`config.mk`:
```
export PLATFORM = sky130hd
export DESIGN_NAME = irq_ctrl
export DESIGN_NICKNAME = d
export VERILOG_FILES = /design/src/rtl/irq_ctrl_pkg.sv /design/src/rtl/irq_ctrl_prio_enc.sv /design/src/rtl/irq_ctrl.sv
export SDC_FILE = /design/constraint.sdc
export NUM_CORES = 1
export LEC_CHECK = 0
export ABC_AREA = 1
export CAP_MARGIN = 10
export CORE_ASPECT_RATIO = 1.1
export CORE_MARGIN = 1.5
export CORE_UTILIZATION = 36
export CTS_CLUSTER_DIAMETER = 60
export CTS_CLUSTER_SIZE = 16
export DETAILED_ROUTE_END_ITERATION = 8
export PLACE_DENSITY = 0.86
export SLEW_MARGIN = 20
export SYNTH_ARGS = -nofsm -noshare
export SYNTH_HDL_FRONTEND = slang
export SYNTH_SLANG_ARGS = --single-unit
```
`constraint.sdc`:
```
create_clock -name clk -period 2.1 [get_ports clk]
set_input_delay 0.315 -clock clk [delete_from_list [all_inputs] [get_ports clk]]
set_output_delay 0.315 -clock clk [all_outputs]
set_load 0.01 [all_outputs]
```
`src/rtl/irq_ctrl_pkg.sv`:
```
// Shared definitions for the interrupt controller: register window offsets,
// CAUSE register field positions, source indices and FSM state encoding.
package irq_ctrl_pkg;

    localparam logic [1:0] IRQ_MASK  = 2'b00;
    localparam logic [1:0] IRQ_PEND  = 2'b01;
    localparam logic [1:0] IRQ_CAUSE = 2'b10;
    localparam logic [1:0] IRQ_CTRL  = 2'b11;

    // CAUSE = {24'b0, in_srv, id_srv[2:0], 1'b0, int_id[2:0]}
    localparam int CAUSE_INT_ID_LSB = 0;
    localparam int CAUSE_ID_SRV_LSB = 4;
    localparam int CAUSE_IN_SRV_BIT = 7;

    localparam int SRC_TIMER = 0;

    typedef enum logic {
        ST_IDLE    = 1'b0,
        ST_SERVICE = 1'b1
    } irq_state_e;

endpackage

```
`src/rtl/irq_ctrl_prio_enc.sv`:
```
// Lowest-index-first priority encoder: index 0 wins, id is 0 when nothing is set.
module irq_prio_enc #(
    parameter int NSRC = 6
) (
    input  logic [NSRC-1:0] req_i,
    output logic [2:0]      id_o,
    output logic            valid_o
);

    // Scanning from the top down lets the lowest set index overwrite last.
    always_comb begin
        id_o    = 3'd0;
        valid_o = 1'b0;
        for (int i = NSRC - 1; i >= 0; i--) begin
            if (req_i[i]) begin
                id_o    = 3'(i);
                valid_o = 1'b1;
            end
        end
    end

endmodule

```
`src/rtl/irq_ctrl.sv`:
```
// Interrupt controller with mask/pending/cause/ctrl register window and a
// request/ack/eret handshake. Define IRQ_CTRL_EDGE_EN for sticky edge-triggered pending bits.
module irq_ctrl
    import irq_ctrl_pkg::*;
#(
    parameter int NSRC = 6
) (
    input  logic            clk,
    input  logic            rst,
    input  logic [1:0]      addr_i,
    input  logic            we_i,
    input  logic [31:0]     din_i,
    output logic [31:0]     dout_o,
    input  logic [NSRC-1:0] hw_irq_i,
    input  logic            int_ack_i,
    input  logic            eret_i,
    output logic            int_req_o,
    output logic [2:0]      int_id_o
);

    logic [NSRC-1:0] hw_q;
    logic [NSRC-1:0] mask_q, mask_d;
    logic            ie_q, ie_d;
    logic [NSRC-1:0] pend;
    logic [NSRC-1:0] eff;
    logic [2:0]      eff_id;
    logic            eff_valid;
    irq_state_e      state_q, state_d;
    logic [2:0]      id_srv_q, id_srv_d;
    logic            in_srv;
    logic            take;
    logic            din_unused;

    assign din_unused = ^din_i[31:NSRC];

    assign eff = pend & mask_q;

    irq_prio_enc #(
        .NSRC (NSRC)
    ) u_prio_enc (
        .req_i   (eff),
        .id_o    (eff_id),
        .valid_o (eff_valid)
    );

    assign in_srv    = (state_q == ST_SERVICE);
    assign int_req_o = ie_q & eff_valid & ~in_srv;
    assign int_id_o  = eff_id;
    assign take      = int_ack_i & int_req_o;

    always_comb begin
        mask_d = mask_q;
        ie_d   = ie_q;
        if (we_i && addr_i == IRQ_MASK) mask_d = din_i[NSRC-1:0];
        if (we_i && addr_i == IRQ_CTRL) ie_d = din_i[0];
    end

    // An ack is only honoured from IDLE; eret in SERVICE always wins over a same-cycle ack.
    always_comb begin
        state_d  = state_q;
        id_srv_d = id_srv_q;
        unique case (state_q)
            ST_IDLE: begin
                if (take) begin
                    state_d  = ST_SERVICE;
                    id_srv_d = eff_id;
                end
            end
            ST_SERVICE: begin
                if (eret_i) state_d = ST_IDLE;
            end
            default: state_d = ST_IDLE;
        endcase
    end

    always_ff @(posedge clk) begin
        if (rst) begin
            hw_q     <= '0;
            mask_q   <= '0;
            ie_q     <= 1'b0;
            state_q  <= ST_IDLE;
            id_srv_q <= 3'd0;
        end else begin
            hw_q     <= hw_irq_i;
            mask_q   <= mask_d;
            ie_q     <= ie_d;
            state_q  <= state_d;
            id_srv_q <= id_srv_d;
        end
    end

`ifdef IRQ_CTRL_EDGE_EN
    logic [NSRC-1:0] pend_q, pend_d;
    logic [NSRC-1:0] w1c;
    logic [NSRC-1:0] ack_clr;

    // New rising edges are OR-ed in last so a set always beats a same-cycle clear.
    always_comb begin
        w1c     = '0;
        ack_clr = '0;
        if (we_i && addr_i == IRQ_PEND) w1c = din_i[NSRC-1:0];
        for (int i = 0; i < NSRC; i++) begin
            ack_clr[i] = take && (eff_id == 3'(i));
        end
        pend_d = (pend_q & ~w1c & ~ack_clr) | (hw_irq_i & ~hw_q);
    end

    always_ff @(posedge clk) begin
        if (rst) begin
            pend_q <= '0;
        end else begin
            pend_q <= pend_d;
        end
    end

    assign pend = pend_q;
`else
    assign pend = hw_q;
`endif

    always_comb begin
        dout_o = '0;
        unique case (addr_i)
            IRQ_MASK:  dout_o[NSRC-1:0] = mask_q;
            IRQ_PEND:  dout_o[NSRC-1:0] = pend;
            IRQ_CAUSE: begin
                dout_o[CAUSE_IN_SRV_BIT]        = in_srv;
                dout_o[CAUSE_ID_SRV_LSB +: 3]   = id_srv_q;
                dout_o[CAUSE_INT_ID_LSB +: 3]   = eff_id;
            end
            IRQ_CTRL:  dout_o[0] = ie_q;
            default:   dout_o = '0;
        endcase
    end

endmodule

```
# --- Word level (Yosys, flattened, before mapping) ---
# Index checks and enable logic that the tools add are counted.
classes:
  eq_ne: 3
  muxes: 20
  bitwise: 5
  reduce_logical: 4
op_table:
  columns: ["op", "count"]
  rows:
  - ["3-bit 2-to-1 mux", 6]
  - ["2-bit case mux with 3 select lines", 2]
  - ["1-bit 2-to-1 mux", 8]
  - ["6-bit AND", 1]
  - ["2-bit equality test (second input constant)", 2]
  - ["1-bit case mux with 2 select lines", 2]
  - ["1-bit case mux with 4 select lines", 1]
  - ["1-bit AND", 3]
  - ["2-bit by 1-bit equality test with 1-bit output (second input constant)", 1]
  - ["1-bit logical AND", 2]
  - ["2-bit zero test", 1]
  - ["2-bit 2-to-1 mux", 1]
  - ["2-bit AND reduction", 1]
  - ["1-bit NOT", 1]
totals:
  reg_bits: 17
  inputBits: 45
  word_cells: 37

# --- Logic depth before layout (Yosys ltp) ---
depth:
  word_depth: 12
  mapped_depth: 8

# --- By module ---
# Synthesis repeated with hierarchy kept, for this count alone.
hier_totals:
  hier_cells: 164
  hier_area_um2: 1066.0
by_module_without_submodules:
  columns: ["mod", "n_inst", "cells_each", "area_each_um2"]
  rows:
  - ["irq_ctrl", 1, 149, 993.5]
  - ["irq_prio_enc", 1, 15, 72.6]

# --- Worst setup path after synthesis ---
# Ideal clock, no wire load.
synth_timing:
  path_kind: "reg-to-output"
  start: "register mask_q[2]"
  end: "output dout_o[1]"
  arrival_ns: 0.952
  path_slack_ns: 0.833
  stages_incl_launch_ff: 7
  path_buffers: 0
  path_cell_list: "dfxtp_1 -> nand2_2 -> nand2_4 -> inv_1 -> nor2_1 -> nand2_1 -> nand3_1"
synth_via:
  elab_chain_len: 5
synth_lines:
  columns: ["element", "line_no", "text"]
  rows:
  - ["from (decl)", "irq_ctrl.sv:22", "logic [NSRC-1:0] mask_q, mask_d;"]
  - ["from (signal assigned)", "irq_ctrl.sv:85", "mask_q <= mask_d;"]
  - ["6-bit AND", "irq_ctrl.sv:36", "assign eff = pend & mask_q;"]
  - ["3-bit 2-to-1 mux (3 in series)", "irq_ctrl_prio_enc.sv:15", "if (req_i[i]) begin"]
  - ["net int_id_o[1]", "irq_ctrl.sv:18", "output logic [2:0] int_id_o"]
  - ["2-bit case mux with 3 select lines", "irq_ctrl.sv:123", "unique case (addr_i)"]
  - ["to (decl)", "irq_ctrl.sv:13", "output logic [31:0] dout_o,"]
# The timed path passes the listed nets, and every way through them passes these cells.

# --- Worst setup path after layout ---
layout_timing:
  start: "input addr_i[0]"
  end: "output dout_o[6]"
layout_via:
  elab_chain_len: 2
layout_lines:
  columns: ["element", "line_no", "text"]
  rows:
  - ["from (decl)", "irq_ctrl.sv:10", "input logic [1:0] addr_i,"]
  - ["2-bit equality test", "irq_ctrl.sv:123", null]
  - ["2-bit 2-to-1 mux", "irq_ctrl.sv:123", null]
# No other way between the ends.

==> results.ini <==
[clocking]
htree_levels=1
clk_latency_ns=0.29
cts_hold_buffers=0
cts.path.max_buffers=2
cts.clk_slew.worst_paths_ns=0.09
cts-root-buf=clkbuf_4
clock_sinks=17
clock_tree_from_tritoncts=yes
total_cts_buffers=3

[pwr]
power.clock.fraction_pct=25.9
static-leakage-power_uw=0.000761
power_switching_uw=188
switching_share_pct=28.0
pwr-share-comb_pct=22.5
vdd.ir_drop.worst_v=0.000302
finalPower_uw=670
seq_power_share_pct=51.6
power_density_nw_per_um2=478
intPower_uw=482

[placement]
globalplace.congestion=0.838
count_of_port_buffers_added_during_placement=30
detailedPlacementHpwl_microns=1650
placed_cell_count=218

[drt]
vias=930
detailedRoute.firstIterationViolations=15
routedWlPerCell_microns=9.13
post_route_wl_microns=2050
drt_pre_antenna_iters=4
post-route-drc-count=0
detail_route.vias_per_cell=4.15
drtAntennaViolNets=0

[synth]
synth_top_family_by_area=simple AND/OR/NAND/NOR gates
synth-simple-area-share_pct=33.7
async_flop_share_pct=0
synth-seq-cells=17
synthTopCellsByCount=nor2_1, buf_4, nand2_1
multiplexer_share_of_the_synthesized_area_pct=0
synth_largest_type_area_fraction_pct=32.3
postSynthAreaPerCell_sq_um=7.02
synth-edff-count=0
synth_compound_area_share_pct=9.26
synth.yosys.seq_area_share_pct=32.3
post_synth_num_cell_types=23
post_synth_xor_area_fraction_pct=0
synth_largest_area_cell=dfxtp_1
synth_most_common_cell=nor2_1
synth_ff_type=dfxtp_1
synth_fa_ha_area_share_pct=0
synth.cell_area_sq_um=1050
ys_warn_count=0
synth_cells=150
synth_top_cells_by_area=dfxtp_1, buf_4, nor2_1

[setup_path]
startpoint_type=input port
crit_arrival_ns=1.69
cell_seen_most_often_among_critical_path_stages=clkdlybuf4s50_1
required_ns=1.78
crit_fanout=5
critical_path_class=input port to primary output
critical_path.cell_chain=clkdlybuf4s50_1, inv_2, nand2_2, buf_4, nor2_1, clkdlybuf4s50_1
cpPeakStageDelay_ns=0.53
cpMaxStageDelayCell=clkdlybuf4s50_1
endpoint_kind_of_the_worst_setup_timing_path=primary output

[cells_and_area]
final_layout_size_suffix_gt1_share_pct=16.8
sequential_cell_area_sq_um=340
total_area_of_multi_input_combinational_cells_sq_um=546
final-instance-count-excl-fill=224
synthToLayoutAreaGrowth_pct=33.0
fillerInstances=287
antenna_cells=0
final_net_count=237
layout.core_utilization_pct=50.5

[timing]
max_freq_ghz=0.498
final-setup-viol-count=0
setup_tns_ns=0
hold_slack_ns=0.493
setup_repair_after_global_routing_missed_its_margin=no
final.period_utilization_pct=95.7
finalCriticalPeriod_ns=2.01
maxSlewViolCount=0
skew_ns=0.00268
report.final.hold_viol_count=0

[global_routing]
gr-total-overflow=0
grt_antenna_before_repair=0
grt_start_max_net_pins=11
grtUsageTotal_pct=14.5
grt_pass1_wl_microns=3280
grt_pass1_vias=798

[floorplan]
placement_rows=20
effective_utilization_at_floorplan_pct=37.9
ioPinCount=81
design.core.area_sq_um=2780
chipHeight_microns=59.7
die_width_microns=54.6
dieArea_sq_um=3260

[run]
cap_viol_max_count=0

[min_path]
min_path_type=register to register

[outcome]
outcome=finished, final reports clean

[state kept, by name, indices dropped and copies added, names as in the netlist]
name      cells
hw_q          6
id_srv_q      3
ie_q          1
in_srv        1
mask_q        6
[worst max-delay path, delay by kind of cell]
kind,cells,cell delay [ns]
simple gates,2,0.16
buf+inv,4,1.21
[cell usage in the layout (no fill, tap or decap), drive strengths merged]
cell type,instances
clkinv,1
a21oi,3
a22o,1
clkdlybuf4s50,21
o31ai,1
nor3,2
conb,24
o21ai,8
dfxtp,17
a21boi,1
or2,1
o211ai,2
dlygate4sd2,4
clkbuf,4
nor2,32
buf,9
dlymetal6s2s,5
nand3,5
inv,17
nand2,33
[worst paths after layout]
| check | from | to | slack, ns | cells past startpoint |
|---|---|---|---|---|
| setup / recovery | addr_i[0] | dout_o[6] | 0.09 | 6 |
| hold / removal | ie_q | ie_q | 0.49 | 2 |
| setup reg to reg | mask_q[1] | id_srv_q[2] | 1.04 | 8 |
| hold reg to reg | ie_q | ie_q | 0.49 | 2 |
[per-stage QoR]
stage | setup slack, ns | area, sq um
final | 0.0908 | 1400
after floorplan | 0.833 | 1140
after CTS | -0.00283 | 1390
after global placement | -0.0568 | 1350
after detailed placement | -0.0636 | 1350
after global routing | 0.0168 | 1400
[metal layers]
layer / track usage [%] / vias to the layer above / share of wire, %
li1: - / 496 / -
met1: 15.9 / 395 / 42
met2: 24.5 / 35 / 49
met3: 1.50 / 4 / 5.2
met4: 11.8 / 0 / 3.5
met5: 0 / - / 0
[cells by family (layout without fill, tap and decap cells)]
| group | after synthesis | count (layout) |
|---|---|---|
| simple gates | 73 | 73 |
| buf+inv | 43 | 61 |
| flops | 17 | 17 |
| compound gates | 16 | 16 |
| other cells | 1 | 24 |
[final cells by class]
class | instances | area share, %
Clock buffer | 4 | 1.88
Inverter | 18 | 5.18
Multi-Input combinational cell | 113 | 38.9
Sequential cell | 17 | 24.3
Tap cell | 33 | 2.95
Timing Repair Buffer | 39 | 26.8
[power groups by stage]
stage	clock network (uW)	registers, uW	logic (uW)
after floorplan	0	351	110
after global placement	0	352	150
after detailed placement	0	353	152
after CTS	178	345	152
after global routing	187	347	170
final	174	345	151
[what timing repair did]
| item | 4_1_cts | 5_1_grt |
|---|---|---|
| setup buffers | 2 | 0 |
| setup endpoints to repair | 6 | 5 |
| gates resized for setup | 4 | 6 |
| endpoints found under the hold margin | 0 | 0 |
Power figures use the tool's default switching activity.
